<file path="config.mk">
export PLATFORM = sky130hd
export DESIGN_NAME = ltl_cluster_monitor
export DESIGN_NICKNAME = d
export VERILOG_FILES = /design/src/rtl/ltl_mon_pkg.sv /design/src/rtl/ltl_evt_fifo.sv /design/src/rtl/ltl_cluster_monitor.sv
export SDC_FILE = /design/constraint.sdc
export NUM_CORES = 1
export LEC_CHECK = 0
export BUFFER_PORTS_ARGS = -buffer_cell sky130_fd_sc_hd__buf_2
export CAP_MARGIN = 25
export CORE_MARGIN = 2
export CORE_UTILIZATION = 35
export DETAILED_ROUTE_END_ITERATION = 10
export HOLD_SLACK_MARGIN = 0.15
export PLACE_DENSITY = 0.54
export SKIP_CTS_REPAIR_TIMING = 1
export SLEW_MARGIN = 10
export SYNTH_ARGS = -nofsm -noshare
export SYNTH_HDL_FRONTEND = slang
export SYNTH_SLANG_ARGS = --single-unit
</file>
<file path="constraint.sdc">
create_clock -name clk -period 12.6 [get_ports clk]
set_input_delay 1.26 -clock clk [delete_from_list [all_inputs] [get_ports clk]]
set_output_delay 1.26 -clock clk [all_outputs]
set_load 0.005 [all_outputs]
</file>
<file path="src/rtl/ltl_mon_pkg.sv">
// Shared constants and event-entry layout helpers for the LTL cluster monitor.
package ltl_mon_pkg;

  localparam int unsigned LTL_NUM_DEF    = 9;
  localparam int unsigned LTL_RPT_DEF    = 4;
  localparam int unsigned LTL_CNT_W_DEF  = 16;
  localparam int unsigned LTL_FIFO_DEF   = 8;
  localparam int unsigned LTL_TS_W_DEF   = 32;

  // Occupancy width: one extra bit so a full FIFO is distinct from an empty one.
  function automatic int unsigned lvl_w(input int unsigned depth);
    return $clog2(depth) + 1;
  endfunction

  // Event entry layout: hit mask in the low bits, timestamp (if any) above it.
  function automatic int unsigned evt_mask_lsb();
    return 0;
  endfunction

  function automatic int unsigned evt_ts_lsb(input int unsigned num_ltl);
    return num_ltl;
  endfunction

  function automatic int unsigned evt_entry_w(input int unsigned num_ltl,
                                              input int unsigned ts_w,
                                              input bit          ts_en);
    return ts_en ? (num_ltl + ts_w) : num_ltl;
  endfunction

endpackage

</file>
<file path="src/rtl/ltl_evt_fifo.sv">
// Synchronous event FIFO with occupancy count and synchronous clear.
module ltl_evt_fifo
  import ltl_mon_pkg::*;
#(
  parameter int unsigned WIDTH = 9,
  parameter int unsigned DEPTH = 8
) (
  input  logic                    clk,
  input  logic                    reset,
  input  logic                    clear,
  input  logic                    push,
  input  logic [WIDTH-1:0]        push_data,
  output logic                    full,
  input  logic                    pop,
  output logic [WIDTH-1:0]        head_data,
  output logic                    empty,
  output logic [lvl_w(DEPTH)-1:0] level
);

  localparam int unsigned PTR_W = $clog2(DEPTH);
  localparam int unsigned LVL_W = lvl_w(DEPTH);

  logic [WIDTH-1:0] mem_q [DEPTH];
  logic [PTR_W-1:0] wr_ptr_q, wr_ptr_d;
  logic [PTR_W-1:0] rd_ptr_q, rd_ptr_d;
  logic [LVL_W-1:0] level_q,  level_d;
  logic             full_q,   full_d;
  logic             empty_q,  empty_d;
  logic             wr_en;
  logic             rd_en;

  // Full-with-pop is allowed to write: the slot frees in the same cycle.
  always_comb begin
    wr_en    = 1'b0;
    rd_en    = 1'b0;
    wr_ptr_d = wr_ptr_q;
    rd_ptr_d = rd_ptr_q;
    level_d  = level_q;
    if (clear) begin
      wr_ptr_d = '0;
      rd_ptr_d = '0;
      level_d  = '0;
    end else begin
      rd_en    = pop & ~empty_q;
      wr_en    = push & (~full_q | rd_en);
      wr_ptr_d = wr_ptr_q + PTR_W'(wr_en);
      rd_ptr_d = rd_ptr_q + PTR_W'(rd_en);
      level_d  = level_q + LVL_W'(wr_en) - LVL_W'(rd_en);
    end
    full_d  = (level_d == LVL_W'(DEPTH));
    empty_d = (level_d == '0);
  end

  always_ff @(posedge clk or posedge reset) begin
    if (reset) begin
      wr_ptr_q <= '0;
      rd_ptr_q <= '0;
      level_q  <= '0;
      full_q   <= 1'b0;
      empty_q  <= 1'b1;
    end else begin
      wr_ptr_q <= wr_ptr_d;
      rd_ptr_q <= rd_ptr_d;
      level_q  <= level_d;
      full_q   <= full_d;
      empty_q  <= empty_d;
    end
  end

  // Storage needs no reset: contents are only observed through a non-empty head.
  always_ff @(posedge clk) begin
    if (wr_en) mem_q[wr_ptr_q] <= push_data;
  end

  always_comb begin
    head_data = '0;
    if (!empty_q) head_data = mem_q[rd_ptr_q];
  end

  assign full  = full_q;
  assign empty = empty_q;
  assign level = level_q;

endmodule

</file>
<file path="src/rtl/ltl_cluster_monitor.sv">
// Per-cluster LTL report aggregation: hit/sticky flags, saturating counters, event FIFO.
// Define LTL_MON_TIMESTAMP_EN to add a run-time timestamp to each event (evt_ts port).
module ltl_cluster_monitor
  import ltl_mon_pkg::*;
#(
  parameter int unsigned NUM_LTL    = LTL_NUM_DEF,
  parameter int unsigned NUM_RPT    = LTL_RPT_DEF,
  parameter int unsigned CNT_W      = LTL_CNT_W_DEF,
  parameter int unsigned FIFO_DEPTH = LTL_FIFO_DEF,
  parameter int unsigned TS_W       = LTL_TS_W_DEF
) (
  input  logic                         clk,
  input  logic                         reset,
  input  logic                         run,
  input  logic                         clear,
  input  logic [NUM_LTL*NUM_RPT-1:0]   report_in,
  output logic [NUM_LTL-1:0]           ltl_hit,
  output logic [NUM_LTL-1:0]           ltl_sticky,
  output logic [NUM_LTL*CNT_W-1:0]     ltl_cnt,
  output logic                         evt_valid,
  input  logic                         evt_ready,
  output logic [NUM_LTL-1:0]           evt_mask,
`ifdef LTL_MON_TIMESTAMP_EN
  output logic [TS_W-1:0]              evt_ts,
`endif
  output logic                         evt_overflow,
  output logic [lvl_w(FIFO_DEPTH)-1:0] fifo_level
);

`ifdef LTL_MON_TIMESTAMP_EN
  localparam bit TS_EN = 1'b1;
  localparam int unsigned TS_LSB = evt_ts_lsb(NUM_LTL);
`else
  localparam bit TS_EN = 1'b0;
`endif
  localparam int unsigned ENTRY_W  = evt_entry_w(NUM_LTL, TS_W, TS_EN);
  localparam int unsigned MASK_LSB = evt_mask_lsb();

  logic [NUM_LTL-1:0]             hit_now;
  logic [NUM_LTL-1:0]             hit_q,    hit_d;
  logic [NUM_LTL-1:0]             sticky_q, sticky_d;
  logic [NUM_LTL-1:0][CNT_W-1:0]  cnt_q,    cnt_d;
  logic                           ovf_q,    ovf_d;
`ifdef LTL_MON_TIMESTAMP_EN
  logic [TS_W-1:0]                ts_q,     ts_d;
`endif

  logic               push_req;
  logic               pop_req;
  logic               fifo_full;
  logic               fifo_empty;
  logic [ENTRY_W-1:0] push_data;
  logic [ENTRY_W-1:0] head_data;

  // Per-property OR of its report states, gated by run.
  always_comb begin
    hit_now = '0;
    for (int unsigned l = 0; l < NUM_LTL; l++) begin
      hit_now[l] = run & (|report_in[l*NUM_RPT +: NUM_RPT]);
    end
  end

  always_comb begin
    push_req  = ~clear & (|hit_now);
    pop_req   = ~clear & ~fifo_empty & evt_ready;
    push_data = '0;
    push_data[MASK_LSB +: NUM_LTL] = hit_now;
`ifdef LTL_MON_TIMESTAMP_EN
    push_data[TS_LSB +: TS_W] = ts_q;
`endif
  end

  // Next-state for flags and counters; clear wins over any activity this cycle.
  always_comb begin
    hit_d    = hit_now;
    sticky_d = sticky_q | hit_now;
    cnt_d    = cnt_q;
    ovf_d    = ovf_q | (push_req & fifo_full & ~pop_req);
`ifdef LTL_MON_TIMESTAMP_EN
    ts_d     = run ? ts_q + TS_W'(1) : ts_q;
`endif
    for (int unsigned l = 0; l < NUM_LTL; l++) begin
      if (hit_now[l] && (cnt_q[l] != '1)) cnt_d[l] = cnt_q[l] + CNT_W'(1);
    end
    if (clear) begin
      hit_d    = '0;
      sticky_d = '0;
      cnt_d    = '0;
      ovf_d    = 1'b0;
`ifdef LTL_MON_TIMESTAMP_EN
      ts_d     = '0;
`endif
    end
  end

  always_ff @(posedge clk or posedge reset) begin
    if (reset) begin
      hit_q    <= '0;
      sticky_q <= '0;
      cnt_q    <= '0;
      ovf_q    <= 1'b0;
`ifdef LTL_MON_TIMESTAMP_EN
      ts_q     <= '0;
`endif
    end else begin
      hit_q    <= hit_d;
      sticky_q <= sticky_d;
      cnt_q    <= cnt_d;
      ovf_q    <= ovf_d;
`ifdef LTL_MON_TIMESTAMP_EN
      ts_q     <= ts_d;
`endif
    end
  end

  ltl_evt_fifo #(
    .WIDTH (ENTRY_W),
    .DEPTH (FIFO_DEPTH)
  ) u_fifo (
    .clk       (clk),
    .reset     (reset),
    .clear     (clear),
    .push      (push_req),
    .push_data (push_data),
    .full      (fifo_full),
    .pop       (pop_req),
    .head_data (head_data),
    .empty     (fifo_empty),
    .level     (fifo_level)
  );

  assign ltl_hit      = hit_q;
  assign ltl_sticky   = sticky_q;
  assign ltl_cnt      = cnt_q;
  assign evt_overflow = ovf_q;
  assign evt_valid    = ~fifo_empty;
  assign evt_mask     = head_data[MASK_LSB +: NUM_LTL];
`ifdef LTL_MON_TIMESTAMP_EN
  assign evt_ts       = head_data[TS_LSB +: TS_W];
`endif

endmodule

</file>
==> out/qor.yml <==
run_status:
  run_status: "finished, final reports clean"
sta:
  finalHoldViolCount: 0
  setup_slack_ns: 8.77
  slew_violations: 0
  worstMarginPinSlew_ns: 0.963
  finalSetupViolCount: 0
  layout_min_cycle_time_ns: 3.83
  rsz0062_at_grt: "false"
  finalCritPeriodShare_pct: 30.4
  relSlewSlack_pct: 35.8
  skew_ns: 0.00822
  fmax_mhz: 261
  fin_tns_setup_ns: 0
yosys:
  ys.flop_type: "dfrtp_1"
  ys_seq_area_share_pct: 55.3
  synth_edf_count: 72
  yosys.area.top_type: "dfrtp_1"
  synth_cell_type_count: 55
  synth_area_sq_um: 11800
  syn_nets: 1121
  yosys_warnings: 0
  async_flop_share_pct: 70.9
  ys_ff_latch: 247
  synth_area_per_cell_sq_um: 11.1
  netlist_top_cells_area: "dfrtp_1 37%, edfxtp_1 18%, nor2_1 5.8%, xnor2_1 5.5%, mux4_2 3.4%"
  yosysTopAreaCellShare_pct: 36.8
  synth_cells: 1062
route:
  ant_nets: 0
  num_vias: 8765
  drc: 0
  drt-total-wl_um: 29200
  dr.pass1.iters: 4
  wl_per_cell_um: 16.6
  via_per_inst: 5.00
  drtIter0Drc: 635
worst_setup_path:
  end_kind: "register"
  worstPathArrival_ns: 4.25
  worstPathRequired_ns: 13.02
  critPathKind: "input pin to register"
  crit_path_start_kind: "input pin"
  cp_max_fo: 12
  r2r_cells: 9
clock_tree:
  clk_latency_ns: 0.54
  htreeDepth: 1
  cts_tree: "yes"
  cts_sinks: 247
  cts_buffers: 27
  root_buffer: "clkbuf_16"
  clockBufferDepth: 3
  clkTransAtPathRegs_ns: 0.06
floorplan:
  die_height_um: 188
  io_pins: 218
  die_w_um: 188
  start_util_pct: 35.4
  rows: 67
  dieArea_sq_um: 35300
  core_area_sq_um: 33400
finish:
  multi_input_area_sq_um: 5020
  fillers: 3288
  diodes: 0
  nets: 1344
  layout_commonest_cell: "buf_2"
  mostFrequentLayoutCells: "216 x buf_2, 184 x nor2_1, 174 x dfrtp_1"
  regArea_sq_um: 6540
  syn_to_final_growth_pct: 22.0
  layout-drive-gt1-share_pct: 25.1
global_routing:
  grt_pass1_wl_um: 47400
  grt_pass1_vias: 8763
  gr-total-overflow: 0
  grt_max_degree: 104
  antenna_found_initial: 0
  grtUsageTotal_pct: 16.4
worst_hold_path:
  min_path_type: "register to register"
  hold_depth: 2
placement:
  dpl.hpwl_um: 19600
  gp_congestion: 0.820
  io_buffer_count: 217
  dp_slack_ns: 8.20
power_and_ir_drop:
  power_density_nw_per_um2: 136
  p_leak_nw: 6.13
  ir_worst_vdd_v: 0.0000950
run:
  drv_cap: 0
-- cell families after synthesis --
| logic type | share of synthesized area (%) |
|---|---|
| compound gates | 6.25 |
| xor+xnor | 8.22 |
| simple gates | 20.8 |
| flops | 55.3 |
| mux | 5.12 |
| fa+ha+maj | 1.97 |
| buf+inv | 2.26 |
-- routing by layer --
| metal | routed length (um) | global-route usage [%] | vias to the layer above |
|---|---|---|---|
| li1 | - | - | 4278 |
| met1 | 13100 | 21.6 | 4282 |
| met2 | 13900 | 27.4 | 164 |
| met3 | 1630 | 3.78 | 41 |
| met4 | 586 | 4.18 | 0 |
| met5 | 0 | 0 | - |
-- stage by stage --
| stage | instances | util, % | total power [mW] | hold slack (ns) | instance area [sq um] |
|---|---|---|---|---|---|
| CTS | 1753 | 43.2 | 1.99 | 0.496 | 14400 |
| floorplan | 1062 | - | 1.02 | 0.486 | 11800 |
| finish | 1754 | 43.3 | 1.96 | 0.494 | 14400 |
| global route | 1754 | 43.3 | 2.05 | 0.526 | 14400 |
| global placement | 1703 | 40.2 | 1.11 | 0.476 | 13400 |
| detailed placement | 1703 | 40.2 | 1.11 | 0.481 | 13400 |
-- cells in the mapped netlist, types with 2 or more instances --
| cell | number |
|---|---|
| mux4_2 | 18 |
| and4_1 | 16 |
| ha_1 | 17 |
| nor4bb_1 | 2 |
| xnor2_1 | 74 |
| inv_1 | 26 |
| or2_2 | 5 |
| nor2b_1 | 9 |
| nor4b_2 | 2 |
| nand2_1 | 46 |
| a311oi_1 | 2 |
| o2111ai_1 | 4 |
| o21ai_0 | 15 |
| clkbuf_1 | 28 |
| o211ai_1 | 4 |
| a41oi_1 | 2 |
| o21ai_1 | 2 |
| inv_2 | 7 |
| buf_2 | 4 |
| nor4_2 | 3 |
| a21oi_1 | 39 |
| nand3_1 | 48 |
| and3_1 | 19 |
| edfxtp_1 | 72 |
| dfrtp_1 | 174 |
| or3_1 | 17 |
| and2_1 | 8 |
| a31oi_1 | 3 |
| nor3_1 | 37 |
| mux2i_1 | 20 |
| nor4_1 | 18 |
| a211oi_1 | 14 |
| nor3b_1 | 8 |
| nand4_1 | 42 |
| nor4b_1 | 4 |
| nor3_2 | 4 |
| a2111oi_0 | 2 |
| xor2_1 | 37 |
| nand2b_1 | 3 |
| nor2_1 | 184 |
| o41ai_4 | 4 |
| buf_1 | 2 |
| o41ai_2 | 5 |
-- sequential cells by signal, indices dropped and copies added (netlist names), 3 cells and up --
name	count
u_fifo.level	4
ltl_cnt	144
ltl_hit	9
u_fifo.rd_ptr_q	3
ltl_sticky	9
u_fifo.wr_ptr_q	3
u_fifo.mem_q	72
-- where the power goes --
part	internal [mW]	switching (mW)	total, mW
clock	0.537	0.334	0.871
combinational	0.0883	0.114	0.203
sequential	0.859	0.0289	0.888
total	1.48	0.477	1.96
-- critical path: stages --
cell	delay, ns
buf_2	0.11
o41ai_4	0.56
inv_1	0.33
nor3_1	0.34
nand4_1	0.21
and2_1	0.21
ha_1	0.21
fa_1	0.38
xnor2_1	0.17
nor2_1	0.09
nor4b_1	0.36
-- cell type report --
class / count / area share [%]
inverter: 33 / 0.910
multi-input combinational: 747 / 34.8
tap: 448 / 3.88
sequential: 247 / 45.3
clock inverter: 21 / 2.02
timing repair buffer: 229 / 8.33
clock buffer: 29 / 4.73
-- path summary, 6_finish.rpt --
check,from,to,slack [ns]
max,report_in[17],u_fifo.full,8.77
min in group asynchronous,reset,ltl_cnt[29],0.87
max in group asynchronous,reset,u_fifo.empty,10.54
max reg2reg,u_fifo.empty,u_fifo.full,9.92
min,ltl_sticky[5],ltl_sticky[5],0.49
min reg2reg,ltl_sticky[5],ltl_sticky[5],0.49
Note: power is estimated with default switching activity, not from simulation.
